**src/rtl/branch_pkg.sv**
```systemverilog
// Shared constants for the PC unit: branch condition codes, FSM encoding
// and the instruction size in bytes.
package branch_pkg;

  localparam logic [2:0] BR_EQ  = 3'd0;
  localparam logic [2:0] BR_NE  = 3'd1;
  localparam logic [2:0] BR_LEZ = 3'd2;
  localparam logic [2:0] BR_GTZ = 3'd3;
  localparam logic [2:0] BR_LTZ = 3'd4;
  localparam logic [2:0] BR_GEZ = 3'd5;

  localparam int INSTR_BYTES = 4;

  typedef enum logic {
    ST_RUN    = 1'b0,
    ST_HALTED = 1'b1
  } pc_state_e;

endpackage

```
**src/rtl/branch_cond_eval.sv**
```systemverilog
// Combinational branch condition evaluator driven by the ALU zero/sign flags.
module branch_cond_eval
  import branch_pkg::*;
(
  input  logic [2:0] branch_cond,
  input  logic       zero,
  input  logic       neg,
  output logic       cond
);

  always_comb begin
    cond = 1'b0;
    case (branch_cond)
      BR_EQ:   cond = zero;
      BR_NE:   cond = !zero;
      BR_LEZ:  cond = neg | zero;
      BR_GTZ:  cond = !neg & !zero;
      BR_LTZ:  cond = neg;
      BR_GEZ:  cond = !neg;
      default: cond = 1'b0;
    endcase
  end

endmodule

```
**src/rtl/branch_pc_unit.sv**
```systemverilog
// Registered program counter with next-PC selection, RUN/HALTED FSM and
// optional branch statistics counters (enabled by defining BRANCH_STATS_EN).
module branch_pc_unit
  import branch_pkg::*;
#(
  parameter int                    PC_WIDTH   = 32,
  parameter int                    IMM_WIDTH  = 16,
  parameter logic [PC_WIDTH-1:0]   RESET_PC   = '0,
  parameter int                    STAT_WIDTH = 16
) (
  input  logic                  clk,
  input  logic                  rst_n,
  input  logic                  stall,
  input  logic                  halt,
  input  logic                  branch,
  input  logic [2:0]            branch_cond,
  input  logic                  zero,
  input  logic                  neg,
  input  logic                  jump,
  input  logic                  jump_reg,
  input  logic [IMM_WIDTH-1:0]  imm,
  input  logic [25:0]           jump_index,
  input  logic [PC_WIDTH-1:0]   reg_target,
  output logic [PC_WIDTH-1:0]   pc,
  output logic [PC_WIDTH-1:0]   pc_plus4,
  output logic                  taken,
  output logic                  misaligned,
  output logic                  halted
`ifdef BRANCH_STATS_EN
  ,
  output logic [STAT_WIDTH-1:0] branch_count,
  output logic [STAT_WIDTH-1:0] taken_count
`endif
);

  pc_state_e             state_q, state_d;
  logic [PC_WIDTH-1:0]   pc_q, pc_d;
  logic                  mis_q, mis_d;
  logic                  cond;
  logic                  active;
  logic signed [PC_WIDTH-1:0] imm_sext;
  logic [PC_WIDTH-1:0]   br_off, br_target, j_target, jr_target;

  branch_cond_eval u_cond (
    .branch_cond (branch_cond),
    .zero        (zero),
    .neg         (neg),
    .cond        (cond)
  );

  assign pc_plus4  = pc_q + PC_WIDTH'(INSTR_BYTES);
  assign imm_sext  = {{(PC_WIDTH-IMM_WIDTH){imm[IMM_WIDTH-1]}}, imm};
  assign br_off    = {$unsigned(imm_sext[PC_WIDTH-3:0]), 2'b00};
  assign br_target = pc_plus4 + br_off;
  assign jr_target = {reg_target[PC_WIDTH-1:2], 2'b00};

  // Region bits above 28 come from pc_plus4; this form stays legal at PC_WIDTH=28.
  always_comb begin
    j_target       = pc_plus4;
    j_target[27:0] = {jump_index, 2'b00};
  end

  assign active = (state_q == ST_RUN) && !halt && !stall;
  assign taken  = active && (jump_reg || jump || (branch && cond));

  always_comb begin
    state_d = state_q;
    pc_d    = pc_q;
    mis_d   = mis_q;
    if (state_q == ST_RUN) begin
      if (halt) begin
        state_d = ST_HALTED;
      end else if (!stall) begin
        mis_d = 1'b0;
        if (jump_reg) begin
          pc_d  = jr_target;
          mis_d = |reg_target[1:0];
        end else if (jump) begin
          pc_d = j_target;
        end else if (branch && cond) begin
          pc_d = br_target;
        end else begin
          pc_d = pc_plus4;
        end
      end
    end
  end

  always_ff @(posedge clk or negedge rst_n) begin
    if (!rst_n) begin
      state_q <= ST_RUN;
      pc_q    <= RESET_PC;
      mis_q   <= 1'b0;
    end else begin
      state_q <= state_d;
      pc_q    <= pc_d;
      mis_q   <= mis_d;
    end
  end

  assign pc         = pc_q;
  assign misaligned = mis_q;
  assign halted     = (state_q == ST_HALTED);

`ifdef BRANCH_STATS_EN
  logic [STAT_WIDTH-1:0] bcnt_q, tcnt_q;

  function automatic logic [STAT_WIDTH-1:0] sat_inc(input logic [STAT_WIDTH-1:0] v);
    return (v == '1) ? v : v + STAT_WIDTH'(1);
  endfunction

  always_ff @(posedge clk or negedge rst_n) begin
    if (!rst_n) begin
      bcnt_q <= '0;
      tcnt_q <= '0;
    end else if (active && branch) begin
      bcnt_q <= sat_inc(bcnt_q);
      if (cond) tcnt_q <= sat_inc(tcnt_q);
    end
  end

  assign branch_count = bcnt_q;
  assign taken_count  = tcnt_q;
`endif

endmodule

```
**config.mk**
```make
export PLATFORM = sky130hd
export DESIGN_NAME = branch_pc_unit
export DESIGN_NICKNAME = d
export VERILOG_FILES = /design/src/rtl/branch_pkg.sv /design/src/rtl/branch_cond_eval.sv /design/src/rtl/branch_pc_unit.sv
export SDC_FILE = /design/constraint.sdc
export NUM_CORES = 1
export LEC_CHECK = 0
export ABC_AREA = 0
export CORE_ASPECT_RATIO = 1.4
export CORE_UTILIZATION = 46
export CTS_CLUSTER_SIZE = 14
export DETAILED_ROUTE_END_ITERATION = 8
export PLACE_DENSITY_LB_ADDON = 0.12
export SLEW_MARGIN = 30
export SYNTH_ARGS = -nofsm -noshare
export SYNTH_HDL_FRONTEND = slang
export SYNTH_SLANG_ARGS = --single-unit
```
**constraint.sdc**
```tcl
create_clock -name clk -period 3.95 [get_ports clk]
set_clock_uncertainty 0.15 [all_clocks]
set_input_delay 1.185 -clock clk [delete_from_list [all_inputs] [get_ports clk]]
set_output_delay 1.185 -clock clk [all_outputs]
set_load 0.02 [all_outputs]
```
==> flow_summary.json, run 1 <==
{
  "status": "finished, final reports clean",
  "synth_top_area_frac": 0.191,
  "via_count": 5495,
  "area_growth_pct": 65.3,
  "drive_gt1_frac": 0.226,
  "ys_warn_count": 0,
  "period_share": 0.988,
  "ir_worst_vdd_v": 0.000216,
  "syn-cell-area_mm2": 0.00419,
  "crit_fanout": 6,
  "setup_violations": 0,
  "grt_usage": 0.366,
  "synthAdderAreaFrac": 0.112,
  "wl_um": 17600,
  "cp.required_ns": 2.61,
  "rows": 40,
  "grt_pass1_wl_um": 26000,
  "fin_util": 0.794,
  "final_nets": 930,
  "drc": 0,
  "worst_pin_slew_ns": 0.518,
  "final_cell_mix": "133 x clkdlybuf4s50_1, 120 x buf_4, 60 x nand2_1, 57 x a21oi_1, 46 x nor2_1",
  "fp.dieH_um": 115,
  "crit_path_start": "pc[2]$_DFFE_PN0P_",
  "drt_iter0_drc": 328,
  "final.min_clock_period_ns": 3.90,
  "ctsHoldBuffers": 0,
  "r2r_slack_ns": 0.16,
  "fin_ws_ns": 0.0464,
  "path_clk_slew_ns": 0.07,
  "clock_latency_ns": 0.30,
  "r2r-start": "pc[2]$_DFFE_PN0P_",
  "diodes": 0,
  "wire_per_inst_um": 19.3,
  "crit_arrival_ns": 2.57,
  "fmax_mhz": 256,
  "slew_violations": 0,
  "fp.dieW_um": 82.6,
  "post-place-ws_ns": -0.548,
  "dr.pass1.iters": 7,
  "power_density_mw_per_mm2": 300,
  "rr_endpoint": "pc[31]$_DFFE_PN0P_",
  "design.core.area_mm2": 0.00871,
  "dieArea_mm2": 0.00949,
  "hpwl_um": 13100,
  "critPathLaunchType": "flop",
  "yosys.area_share.simple": 0.237,
  "grt_max_degree": 42,
  "start_util": 0.481,
  "synth_compound_area_frac": 0.289,
  "fin_cells": 913,
  "clock-sinks": 32,
  "antenna_found_initial": 0,
  "ys.flop_type": "dfrtp_1",
  "synth_mux_area_frac": 0.0167,
  "synthXorXnorAreaFrac": 0.107,
  "ys_seq_area_frac": 0.191,
  "synth-edff-count": 0,
  "avgSynthCellArea_um2": 7.46,
  "p_leak_nw": 3.20,
  "crit_type": "flop to primary output",
  "ant_nets": 0,
  "cts_root_buf": "clkbuf_16",
  "vias_per_cell": 6.02,
  "synthArstFlopShare": 1.00,
  "dp.cells": 902,
  "hold_viol_final": 0,
  "ys_top_cells_by_area": "dfrtp_1 19%, ha_1 11%, a21oi_1 7.2%, o21ai_0 5.6%, xor2_1 5.4%",
  "synth.ff_latch_count": 32,
  "worstSetupEndpoint": "pc_plus4[17]",
  "final_common_cell": "clkdlybuf4s50_1",
  "htree_num_levels": 2,
  "ios": 153,
  "cts_buffers": 5,
  "fin_setup_tns_ns": 0,
  "yosys.area.top_type": "dfrtp_1",
  "max_slew_margin": 0.655,
  "reg2reg_depth": 16,
  "ys_types": 58,
  "hold_class": "flop to flop",
  "cp-end-kind": "primary output",
  "synthCells": 561,
  "clock_path_buffers": 2,
  "maxCapViolations": 0,
  "cts_tree": "yes",
  "io_buffer_count": 148,
  "gp_congestion": 0.951,
  "grt_pass1_vias": 5216,
  "gr-total-overflow": 0,
  "synth_top_family_by_area": "compound AO/OA/AOI/OAI gates"
}
synth_stat cells, drive strengths merged, types with 7 or more instances:
master / count
xor2: 26
o21ai: 47
nand4: 8
xnor2: 25
mux2i: 7
and3: 17
dfrtp: 32
a21o: 17
a31oi: 10
nor3: 9
inv: 8
clkbuf: 23
o211ai: 11
nand2: 61
nand3: 25
o21a: 9
a21oi: 61
buf: 8
ha: 36
and4: 8
o22ai: 8
nor2: 47
power breakdown:
part	total (mW)	switching, mW	internal (mW)
clock	0.470	0.173	0.297
sequential	0.411	0.0476	0.364
combinational	1.19	0.598	0.596
sequential cells by signal, indices dropped and copies added (netlist names):
signal / count
misaligned: 1
halted: 1
pc: 30
cell families (layout without fill, tap and decap cells):
family | after synthesis | in the layout
xor gates and xnor gates | 51 | 51
muxes | 7 | 7
AOI/OAI and AO/OA | 192 | 192
buffers and inverters | 39 | 283
adders and majority gates | 37 | 37
DFF | 32 | 32
and+or+nand+nor | 202 | 202
other | 1 | 4
cell type report:
cell class	instances	area [um2]
multi-input cells	493	3410
repair buffers	267	2370
fillers	619	1790
flip-flops and latches	32	807
well taps	105	131
clock buffers	5	125
clock inverters	3	42.5
inverters	8	30.0
layer usage:
layer | global-route usage | wire length, um | up-vias
met2 | 0.633 | 8710 | 303
met4 | 0.202 | 905 | 0
met5 | 0 | 0 | -
li1 | - | - | 2532
met3 | 0.0579 | 1410 | 77
met1 | 0.420 | 6560 | 2583
repair_timing:
| action | in CTS | in global routing |
|---|---|---|
| resized for setup | 25 | 35 |
| setup endpoints to repair | 16 | 19 |
| buffers inserted | 0 | 3 |
| pin swaps | 0 | 18 |
metrics by stage:
step / hold slack, ns / power [mW] / instance area (um2)
after global placement: 0.316 / 1.52 / 6550
after detailed placement: 0.333 / 1.55 / 6550
after global routing: 0.372 / 2.18 / 6920
after CTS: 0.348 / 2.02 / 6750
final: 0.343 / 2.07 / 6920
after floorplan: 0.432 / 1.00 / 4230
critical path: stages, from the launching register on:
cell and delay [ns]:
dfrtp_2 0.38, and2_1 0.15, and4_2 0.37, nand3_1 0.19
nor2_2 0.20, xor2_2 0.24, buf_4 0.15, clkdlybuf4s50_1 0.59
worst min-delay path by stage:
stage                                       from                      to  slack [ns]  cells after the start
final                     misaligned$_DFFE_PN0P_  misaligned$_DFFE_PN0P_        0.34                      2
after global routing      misaligned$_DFFE_PN0P_  misaligned$_DFFE_PN0P_        0.37                      2
after CTS                 misaligned$_DFFE_PN0P_  misaligned$_DFFE_PN0P_        0.35                      2
after detailed placement  misaligned$_DFFE_PN0P_  misaligned$_DFFE_PN0P_        0.33                      2
after global placement    misaligned$_DFFE_PN0P_  misaligned$_DFFE_PN0P_        0.32                      2
after floorplan               pc[10]$_DFFE_PN0P_      pc[10]$_DFFE_PN0P_        0.43                      2
No activity file was read; power rests on OpenSTA's default activity.
==> inputs of run 2 (changes only) <==
--- a/config.mk
+++ b/config.mk
@@ -7,9 +7,10 @@
 export LEC_CHECK = 0
 export ABC_AREA = 0
 export CORE_ASPECT_RATIO = 1.4
-export CORE_UTILIZATION = 46
+export CORE_UTILIZATION = 51
 export CTS_CLUSTER_SIZE = 14
 export DETAILED_ROUTE_END_ITERATION = 8
+export DONT_BUFFER_PORTS = 1
 export PLACE_DENSITY_LB_ADDON = 0.12
 export SLEW_MARGIN = 30
 export SYNTH_ARGS = -nofsm -noshare
==> run 2 against run 1 <==
  * Register-to-register slack got worse by 0.03 ns
  * Sequential share of layout area rose by 4.8 points
  * Count of clock-buffer cells in the layout did not move
  * Final area fell by 29%
  * Final cell count fell by 22%
  * Hold slack improved by 0.056 ns
  * Combinational power fell by 29%
  * Maximum frequency rose by 2.2%
  * Critical endpoint is now pc[25]$_DFFE_PN0P_
  * Highest routed layer unchanged
==> flow_summary.json, run 2 (synthesis gave the netlist of run 1 again) <==
{
  "status": "finished, final reports clean",
  "gr-total-overflow": 0,
  "grt_pass1_wl_um": 22700,
  "wire_per_inst_um": 21.3,
  "p_leak_nw": 2.26,
  "grt_max_degree": 42,
  "via_count": 4638,
  "final_nets": 734,
  "crit_path_start": "pc[8]$_DFFE_PN0P_",
  "total_power_mw": 1.59,
  "ios": 153,
  "critPathSlowestCell": "or4_4",
  "drt_iter0_drc": 298,
  "path_delay_family": "simple AND/OR/NAND/NOR gates",
  "vias_per_cell": 6.51,
  "path_cells": "and4_2 -> and4_2 -> and2_1 -> xor2_1 -> ha_2 -> nand2_1 -> or4_4 -> a21oi_4 -> o21a_1 -> o21ai_0 -> buf_4 -> a21boi_2 -> buf_4 -> xor2_1 -> nand2_1 -> a21oi_2",
  "fin_ws_ns": 0.129,
  "r2r_slack_ns": 0.13,
  "diodes": 0,
  "rows": 38,
  "fp.dieW_um": 78.6,
  "design.core.area_mm2": 0.00785,
  "htree_num_levels": 2,
  "period_share": 0.967,
  "rr_endpoint": "pc[25]$_DFFE_PN0P_",
  "cts_root_buf": "clkbuf_8",
  "cp.required_ns": 4.03,
  "final_cell_mix": "71 x buf_4, 60 x nand2_1, 59 x a21oi_1, 46 x nor2_1, 45 x o21ai_0",
  "r2r-start": "pc[8]$_DFFE_PN0P_",
  "dr.pass1.iters": 5,
  "crit_fanout": 6,
  "slew_violations": 0,
  "critPathLaunchType": "flop",
  "clock-sinks": 32,
  "cts_tree": "yes",
  "final.min_clock_period_ns": 3.82,
  "fin_setup_tns_ns": 0,
  "io_buffer_count": 0,
  "area_growth_pct": 17.0,
  "drc": 0,
  "final_common_cell": "buf_4",
  "ctsHoldBuffers": 0,
  "slowest_delay_ns": 0.44,
  "crit_arrival_ns": 3.90,
  "worstSetupEndpoint": "pc[25]$_DFFE_PN0P_",
  "power_density_mw_per_mm2": 324,
  "path_clk_slew_ns": 0.08,
  "crit_type": "flop to flop",
  "ant_nets": 0,
  "grt_pass1_vias": 4462,
  "cp-end-kind": "flop",
  "clock_latency_ns": 0.29,
  "fin_util": 0.624,
  "gp_congestion": 0.980,
  "hold_start": "pc[4]$_DFFE_PN0P_",
  "maxCapViolations": 0,
  "grt_usage": 0.350,
  "ir_worst_vdd_v": 0.000178,
  "max_slew_margin": 0.534,
  "worst_pin_slew_ns": 0.694,
  "start_util": 0.533,
  "reg2reg_depth": 16,
  "largest_reg_flops": 30,
  "critPathBufInv": 2,
  "post-place-ws_ns": -0.105,
  "hold_viol_final": 0,
  "antenna_found_initial": 0,
  "fmax_mhz": 262,
  "dieArea_mm2": 0.00858,
  "wl_um": 15200,
  "setup_violations": 0,
  "clock_path_buffers": 2,
  "hold_class": "flop to flop",
  "drive_gt1_frac": 0.193,
  "cts_buffers": 5,
  "cp.depth": 16,
  "hpwl_um": 11600,
  "fp.dieH_um": 109
}
-- run 2: power breakdown --
group / internal (mW) / switching [mW] / total [mW]
combinational: 0.348 / 0.495 / 0.843
sequential: 0.363 / 0.0530 / 0.416
clock: 0.187 / 0.143 / 0.330
-- run 2: per-stage QoR --
step,cell area (um2),hold WS [ns],instances
floorplan,4230,0.432,564
global placement,4720,0.353,703
detailed placement,4720,0.383,703
CTS,4830,0.401,711
global route,4900,0.415,712
finish,4900,0.399,712
-- run 2: timing repair --
action | 4_1_cts | 5_1_grt
pin swaps | 1 | 4
resized for setup | 2 | 17
setup buffers | 0 | 1
endpoints found under the setup margin | 2 | 8
-- run 2: layer usage --
layer  share of wire  vias up  GRT usage
met4           0.037        0      0.155
met3           0.089       50     0.0636
met1            0.36     2200      0.380
met2            0.52      233      0.654
li1                -     2155          -
met5               0        -          0
-- run 2: area by class of cell --
cell class                 count  area, um2
multi-input combinational    493       3290
fill                         757       2950
sequential                    32        807
timing repair buffer          71        533
tap                          100        125
clock buffer                   5       68.8
clock inverter                 3       42.5
inverter                       8       30.0
-- run 2: worst register-to-register path, delay by kind of cell (launching register included) --
kind	cells	cell delay, ns
compound gates	5	0.81
simple gates	6	1.36
buf+inv	2	0.30
flops	1	0.41
xor+xnor	2	0.32
fa+ha+maj	1	0.40
-- run 2: worst min-delay path by stage --
stage / endpoint / slack [ns] / cells past startpoint
finish: pc[4]$_DFFE_PN0P_ / 0.40 / 2
global route: pc[25]$_DFFE_PN0P_ / 0.42 / 0
CTS: pc[4]$_DFFE_PN0P_ / 0.40 / 2
detailed placement: pc[4]$_DFFE_PN0P_ / 0.38 / 2
global placement: pc[4]$_DFFE_PN0P_ / 0.35 / 2
floorplan: pc[10]$_DFFE_PN0P_ / 0.43 / 2
